==> src/rtl/ab_cond_pkg.sv <==
// Shared types for the a/b input conditioner: debounce FSM states and synchroniser depth.
// Pure declarations; no logic, no latency, no flow control.
package ab_cond_pkg;

  typedef enum logic [1:0] {
    S_LOW,
    S_RISE,
    S_HIGH,
    S_FALL
  } deb_state_t;

  localparam int SYNC_STAGES = 2;

endpackage

==> src/rtl/debounce_ch.sv <==
// One channel: two-flop synchroniser, debounce FSM/counter, registered level and rise pulse.
// Latency 2+DEBOUNCE_CYCLES edges from a stable raw change to the level; no backpressure.
module debounce_ch
  import ab_cond_pkg::*;
#(
  parameter int DEBOUNCE_CYCLES = 4
) (
  input  logic clk,
  input  logic rst_n,
  input  logic clr,
  input  logic raw,
  output logic lvl,
  output logic rise
);

  localparam int CNT_W = $clog2(DEBOUNCE_CYCLES + 1);
  localparam logic [CNT_W-1:0] CNT_ONE = CNT_W'(1);
  localparam logic [CNT_W-1:0] CNT_MAX = CNT_W'(DEBOUNCE_CYCLES);

  logic [SYNC_STAGES-1:0] sync_q;
  logic                   smp;
  deb_state_t             state_q;
  logic [CNT_W-1:0]       cnt_q;
  logic                   lvl_q;
  logic                   rise_q;

  assign smp  = sync_q[SYNC_STAGES-1];
  assign lvl  = lvl_q;
  assign rise = rise_q;

  // clr deliberately leaves the synchroniser alone so a held-high input re-qualifies.
  always_ff @(posedge clk or negedge rst_n) begin
    if (!rst_n) begin
      sync_q <= '0;
    end else begin
      sync_q <= {sync_q[SYNC_STAGES-2:0], raw};
    end
  end

  always_ff @(posedge clk or negedge rst_n) begin
    if (!rst_n) begin
      state_q <= S_LOW;
      cnt_q   <= '0;
      lvl_q   <= 1'b0;
      rise_q  <= 1'b0;
    end else begin
      rise_q <= 1'b0;
      if (clr) begin
        state_q <= S_LOW;
        cnt_q   <= '0;
        lvl_q   <= 1'b0;
      end else begin
        case (state_q)
          S_LOW: begin
            if (smp) begin
              state_q <= S_RISE;
              cnt_q   <= CNT_ONE;
            end else begin
              cnt_q <= '0;
            end
          end
          S_RISE: begin
            if (!smp) begin
              state_q <= S_LOW;
              cnt_q   <= '0;
            end else if (cnt_q == CNT_MAX) begin
              state_q <= S_HIGH;
              cnt_q   <= '0;
              lvl_q   <= 1'b1;
              rise_q  <= 1'b1;
            end else begin
              cnt_q <= cnt_q + CNT_ONE;
            end
          end
          S_HIGH: begin
            if (!smp) begin
              state_q <= S_FALL;
              cnt_q   <= CNT_ONE;
            end else begin
              cnt_q <= '0;
            end
          end
          S_FALL: begin
            if (smp) begin
              state_q <= S_HIGH;
              cnt_q   <= '0;
            end else if (cnt_q == CNT_MAX) begin
              state_q <= S_LOW;
              cnt_q   <= '0;
              lvl_q   <= 1'b0;
            end else begin
              cnt_q <= cnt_q + CNT_ONE;
            end
          end
          default: begin
            state_q <= S_LOW;
            cnt_q   <= '0;
            lvl_q   <= 1'b0;
          end
        endcase
      end
    end
  end

endmodule

==> src/rtl/ab_input_conditioner.sv <==
// Conditions raw a/b inputs into clean levels and rise pulses for the next-state decoder.
// Latency 2+DEBOUNCE_CYCLES edges per channel; channels independent; no backpressure.
module ab_input_conditioner #(
  parameter int DEBOUNCE_CYCLES = 4
) (
  input  logic clk,
  input  logic rst_n,
  input  logic clr,
  input  logic a_raw,
  input  logic b_raw,
  output logic a,
  output logic b,
  output logic a_rise,
  output logic b_rise
);

  debounce_ch #(
    .DEBOUNCE_CYCLES(DEBOUNCE_CYCLES)
  ) u_deb_a (
    .clk  (clk),
    .rst_n(rst_n),
    .clr  (clr),
    .raw  (a_raw),
    .lvl  (a),
    .rise (a_rise)
  );

  debounce_ch #(
    .DEBOUNCE_CYCLES(DEBOUNCE_CYCLES)
  ) u_deb_b (
    .clk  (clk),
    .rst_n(rst_n),
    .clr  (clr),
    .raw  (b_raw),
    .lvl  (b),
    .rise (b_rise)
  );

endmodule

==> config.mk <==
export PLATFORM = sky130hd
export DESIGN_NAME = ab_input_conditioner
export DESIGN_NICKNAME = d
export VERILOG_FILES = /design/src/rtl/ab_cond_pkg.sv /design/src/rtl/debounce_ch.sv /design/src/rtl/ab_input_conditioner.sv
export SDC_FILE = /design/constraint.sdc
export NUM_CORES = 1
export LEC_CHECK = 0
export ABC_AREA = 1
export ABC_CLOCK_PERIOD_IN_PS = 1330
export CAP_MARGIN = 0
export CELL_PAD_IN_SITES_DETAIL_PLACEMENT = 0
export CELL_PAD_IN_SITES_GLOBAL_PLACEMENT = 1
export CORE_MARGIN = 2
export CORE_UTILIZATION = 40
export CTS_CLUSTER_DIAMETER = 30
export DETAILED_ROUTE_END_ITERATION = 12
export GPL_TIMING_DRIVEN = 0
export PLACE_DENSITY = 0.72
export SETUP_SLACK_MARGIN = 0.5
export SLEW_MARGIN = 20
export SYNTH_ARGS = -nofsm -noshare
export SYNTH_HDL_FRONTEND = slang
export SYNTH_HIERARCHICAL = 1
export SYNTH_SLANG_ARGS = --single-unit
export TNS_END_PERCENT = 100
==> constraint.sdc <==
create_clock -name clk -period 1.33 [get_ports clk]
set_input_delay 0.133 -clock clk [delete_from_list [all_inputs] [get_ports clk]]
set_output_delay 0.133 -clock clk [all_outputs]
set_load 0.005 [all_outputs]
# == Word-level counts from Yosys, hierarchy flattened ==
# Cells that the tools add are included.
# word_totals
register_bits,18
input_bits,5
word_cells,94
# op_classes
n_eq_ne,24
add_sub_neg,2
n_reduce_logical,8
n_mux,50
# op_table
cell,n
$mux 2,14
$mux 3,8
$ne 3x2->1 const B,8
$pmux 3 s4,2
$mux 1,22
$pmux 2 s4,2
$ne 3x3->1 const B,4
$reduce_and 5->1,2
$eq 2x2->1 const B,4
$ne 4x2->1 const B,2
$ne 4x4->1 const B,2
$reduce_and 4->1,2
$add 3x1->3 const B,2
$eq 3x3->1 const B,2
$reduce_bool 3->1,2
$eq 2x1->1 const B,2
$logic_not 2->1,2
$pmux 1 s2,2

# == Longest topological paths before layout ==
# depth
ltp_word,5
ltp_mapped,9

# == Modules after synthesis ==
# The synthesis kept the hierarchy.
# by_module_without_submodules
module,area_per_inst_um2,cells_each,n_inst,seq_area_each_um2
debounce_ch (u_deb_b),489.2,59,1,225.2
debounce_ch (u_deb_a),439.2,53,1,225.2

# == Worst setup path after synthesis ==
# Ideal clock, no wire load.
# synth_path
path_kind,reg-to-reg
from,register u_deb_b.cnt_q[0]
to,register u_deb_b.state_q[1]
setup_time_ns,0.121
period_less_slack_ns,1.121
setup_slack_ns,0.209
required_time_ns,1.209
stages_incl_launch_ff,9
arrival_ns,1.000
path_cell_list,dfrtp_1 > inv_1 > ha_1 > nand2_2 > nand3_1 > nand2_1 > inv_1 > nand3_1 > nand2_1
# synth_between
elab_chain_cells,3
elab_cells_between_ends,4
# synth_lines
element,line_no,source
from (decl),debounce_ch.sv:23,logic [CNT_W-1:0] cnt_q;
from (signal assigned),debounce_ch.sv:72,cnt_q <= cnt_q + CNT_ONE;
from (signal assigned),debounce_ch.sv:92,cnt_q <= cnt_q + CNT_ONE;
$eq 3x3->1 *,"debounce_ch.sv:66, debounce_ch.sv:87",
$ne 4x2->1 (no source line) / $ne 4x4->1 (equally long branches),--,
$reduce_and 4->1 (no source line) *,--,
to (signal assigned),debounce_ch.sv:64,state_q <= S_LOW;
to (signal assigned),debounce_ch.sv:67,state_q <= S_HIGH;
to (signal assigned),debounce_ch.sv:88,state_q <= S_LOW;
to (decl),debounce_ch.sv:22,deb_state_t state_q;
# Mark *: on every way between the ends. The rest lies on a longest branch, timed or not.
# A chain may end at the register's enable or synchronous reset.

# == Worst setup path in the final report ==
# layout_path
from,register u_deb_a.cnt_q[0]
to,register u_deb_a.state_q[1]
# layout_between
elab_chain_cells,3
elab_cells_between_ends,4
# layout_lines
element,line_no
from (decl),debounce_ch.sv:23
from (signal assigned),debounce_ch.sv:72
from (signal assigned),debounce_ch.sv:92
$eq 3x3->1 *,"debounce_ch.sv:66, debounce_ch.sv:87"
$ne 4x2->1 (no source line) / $ne 4x4->1 (equally long branches),--
$reduce_and 4->1 (no source line) *,--
to (signal assigned),debounce_ch.sv:64
to (signal assigned),debounce_ch.sv:67
to (signal assigned),debounce_ch.sv:88
to (decl),debounce_ch.sv:22
# Marks and branches as above.

==> results.sh <==
export IMPL_max_freq_mhz=838
export IMPL_worst_skew_pair_late_latency_ns=0.29
export IMPL_dp_hpwl_um=1210
export IMPL_layout_drive_gt1_share=0.445
export IMPL_crit_family="flip-flops"
export IMPL_nFillCells=200
export IMPL_rsz0062_at_grt="true"
export IMPL_diodes=0
export IMPL_drv_cap=0
export IMPL_setup_violations_final=0
export IMPL_syn_inst=112
export IMPL_critPathMaxFanout=5
export IMPL_yosysWarnings=6
export IMPL_syn_to_final_growth_pct=45.4
export IMPL_place_area_um2=1100
export IMPL_start_util=0.420
export IMPL_rows=17
export IMPL_skew_ns=0.00642
export IMPL_netlist_area_um2=928
export IMPL_syn_num_nets=121
export IMPL_crit_buf_inv=2
export IMPL_dieArea_um2=2720
export IMPL_maxSlewViolCount=0
export IMPL_final_min_clock_period_ns=1.19
export IMPL_grt_pass1_wl_um=3240
export IMPL_antenna_found_initial=0
export IMPL_stdcell_area_um2=1350
export IMPL_cts_buffers=3
export IMPL_track_usage=0.165
export IMPL_firstDrtPassIters=4
export IMPL_core_um2=2210
export IMPL_htree_levels=1
export IMPL_stdcell_count=165
export IMPL_slowest_stage="dfrtp_1"
export IMPL_nets=147
export IMPL_seq_area_frac_synth=0.485
export IMPL_die_w_um=52.2
export IMPL_final_common_cell="dfrtp_1"
export IMPL_grt_pass1_vias=754
export IMPL_worst_pin_slew_ns=0.775
export IMPL_power_density_nw_per_um2=888
export IMPL_io_pins=9
export IMPL_finalHoldViolCount=0
export IMPL_worst_path_stages=9
export IMPL_crit_path_end_kind="flop"
export IMPL_drc=0
export IMPL_hold_path_class="in2async"
export IMPL_synthDistinctLibCells=22
export IMPL_slew_headroom=0.483
export IMPL_gp_congestion=0.766
export IMPL_dp_cells=148
export IMPL_die_y_um=52.2
export IMPL_worst_ep_arrival_time_ns=1.38
export IMPL_path_class="reg2reg"
export IMPL_avgSynthCellArea_um2=8.29
export IMPL_initialDrtViolationCount=8
export IMPL_routedWlPerCell_um=11.2
export IMPL_vias_per_cell=4.77
export IMPL_vdd_ir_drop_worst_mv=0.656
export IMPL_io_buffers=8
export IMPL_dr_total_vias=787
export IMPL_cts_tree="built"
export IMPL_root_buffer="clkbuf_4"
export IMPL_wirelength_um=1850
export IMPL_cts_sinks=18
export IMPL_p_leak_nw=0.615
export IMPL_dpl_worst_slack_ns=-0.112
export IMPL_synth_seq_cells=18
export IMPL_period_share=0.897
export IMPL_r2r_cells=9
export IMPL_crit_path_cell_trace="inv_2 > ha_4 > nand2_4 > inv_2 > nor2_4 > nand2_4 > nand2_2 > nand2_2 > nand2_1"
export IMPL_required_ns=1.52
export IMPL_ant_nets=0
export IMPL_layout_common_cells="dfrtp_1 (16), nor2_1 (15), nand2_1 (14)"
export IMPL_fin_ws_ns=0.137
export IMPL_cts_buffer_depth=2
export IMPL_clk_pin_slew_worst_paths_ns=0.10
export IMPL_status="complete, no violations"
export IMPL_grt_overflow=0
export IMPL_cp_start_kind="flop"
export IMPL_cpPeakStageDelay_ns=0.42
export IMPL_grt_max_degree=19
## synth_stat cells
| cell type | count | share of area |
|---|---|---|
| nand3_2 | 1 | 0.011 |
| dfrtp_1 | 18 | 0.49 |
| nand3_1 | 8 | 0.043 |
| nor4_1 | 2 | 0.013 |
| nand2_2 | 3 | 0.020 |
| o21bai_1 | 1 | 0.0081 |
| buf_6 | 1 | 0.012 |
| ha_1 | 4 | 0.054 |
| nor3_1 | 1 | 0.0054 |
| a211oi_1 | 1 | 0.0081 |
| inv_1 | 17 | 0.069 |
| inv_2 | 3 | 0.012 |
| nor2_2 | 3 | 0.020 |
| o21ai_0 | 3 | 0.016 |
| a21boi_1 | 1 | 0.0081 |
| nand2_4 | 1 | 0.012 |
| a21oi_1 | 4 | 0.022 |
| nor2_1 | 17 | 0.069 |
| clkinv_1 | 1 | 0.0040 |
| o21ai_1 | 2 | 0.011 |
| xnor2_1 | 3 | 0.028 |
| nand2_1 | 17 | 0.069 |
## power breakdown
part	total, mW	switching (mW)	internal (mW)
registers	0.611	0.0355	0.576
logic	0.258	0.145	0.114
clock network	0.329	0.162	0.167
## layer usage
metal | track usage | part of all wire | up-vias | wire length [µm]
met3 | 0.0600 | 0.045 | 3 | 84
met5 | 0 | 0 | - | 0
met4 | 0.0385 | 0.0060 | 0 | 11
met1 | 0.198 | 0.46 | 372 | 856
li1 | - | - | 397 | -
met2 | 0.283 | 0.48 | 15 | 895
## cells by family after synthesis
group                      share of synthesized area
xor gates and xnor gates                      0.0283
buffers and inverters                         0.0970
DFF                                            0.485
adders and majority gates                     0.0539
AOI/OAI and AO/OA                             0.0728
and+or+nand+nor                                0.263
## layout make-up
class | instances | area, µm² | area share
Sequential cell | 18 | 453 | 0.335
Multi-Input combinational cell | 72 | 569 | 0.422
Tap cell | 28 | 35.0 | 0.0260
Timing Repair Buffer | 21 | 166 | 0.123
Inverter | 21 | 78.8 | 0.0584
Clock buffer | 4 | 36.3 | 0.0269
Buffer | 1 | 11.3 | 0.00834
## timing repair
action | in CTS | in global routing
hold buffers | 0 | 0
setup buffers | 8 | 5
resized for setup | 25 | 21
endpoints found under the setup margin | 36 | 18
pin swaps | 9 | 9
## worst register-to-register path, cell delays in order (launching register included)
cell and delay (ns):
dfrtp_1 0.42, inv_2 0.09, ha_4 0.14, nand2_4 0.07, inv_2 0.08, nor2_4 0.04, nand2_4 0.09, nand2_2 0.05
nand2_2 0.05, nand2_1 0.05
## worst paths after layout
path	from	to	slack, ns
min in group clk	a_raw	u_deb_a/sync_q[0]	0.27
hold / removal	rst_n	u_deb_a/cnt_q[1]	0.01
hold reg to reg	u_deb_b/sync_q[0]	u_deb_b/sync_q[1]	0.36
setup reg to reg	u_deb_a/cnt_q[0]	u_deb_a/state_q[1]	0.14
max in group asynchronous	rst_n	u_deb_b/sync_q[1]	0.78
setup / recovery	u_deb_a/cnt_q[0]	u_deb_a/state_q[1]	0.14
## registers in the layout, summed over array words and instances (netlist names)
name	cells
u_deb_a/rise	1
u_deb_a/sync_q	2
u_deb_b/lvl	1
u_deb_b/cnt_q	3
u_deb_b/rise	1
u_deb_b/sync_q	2
u_deb_b/state_q	2
u_deb_a/state_q	2
u_deb_a/cnt_q	3
u_deb_a/lvl	1
## through the flow
| step | hold slack (ns) | TNS, ns | power (mW) | util |
|---|---|---|---|---|
| floorplan | -0.163 | 0 | 0.755 | - |
| global placement | 0.332 | -0.289 | 0.806 | 0.499 |
| detailed placement | 0.337 | -0.271 | 0.809 | 0.499 |
| CTS | 0.0424 | 0 | 1.17 | 0.555 |
| global route | 0.0705 | 0 | 1.28 | 0.610 |
| finish | 0.0135 | 0 | 1.20 | 0.610 |
No activity file was read; power rests on OpenSTA's default activity.
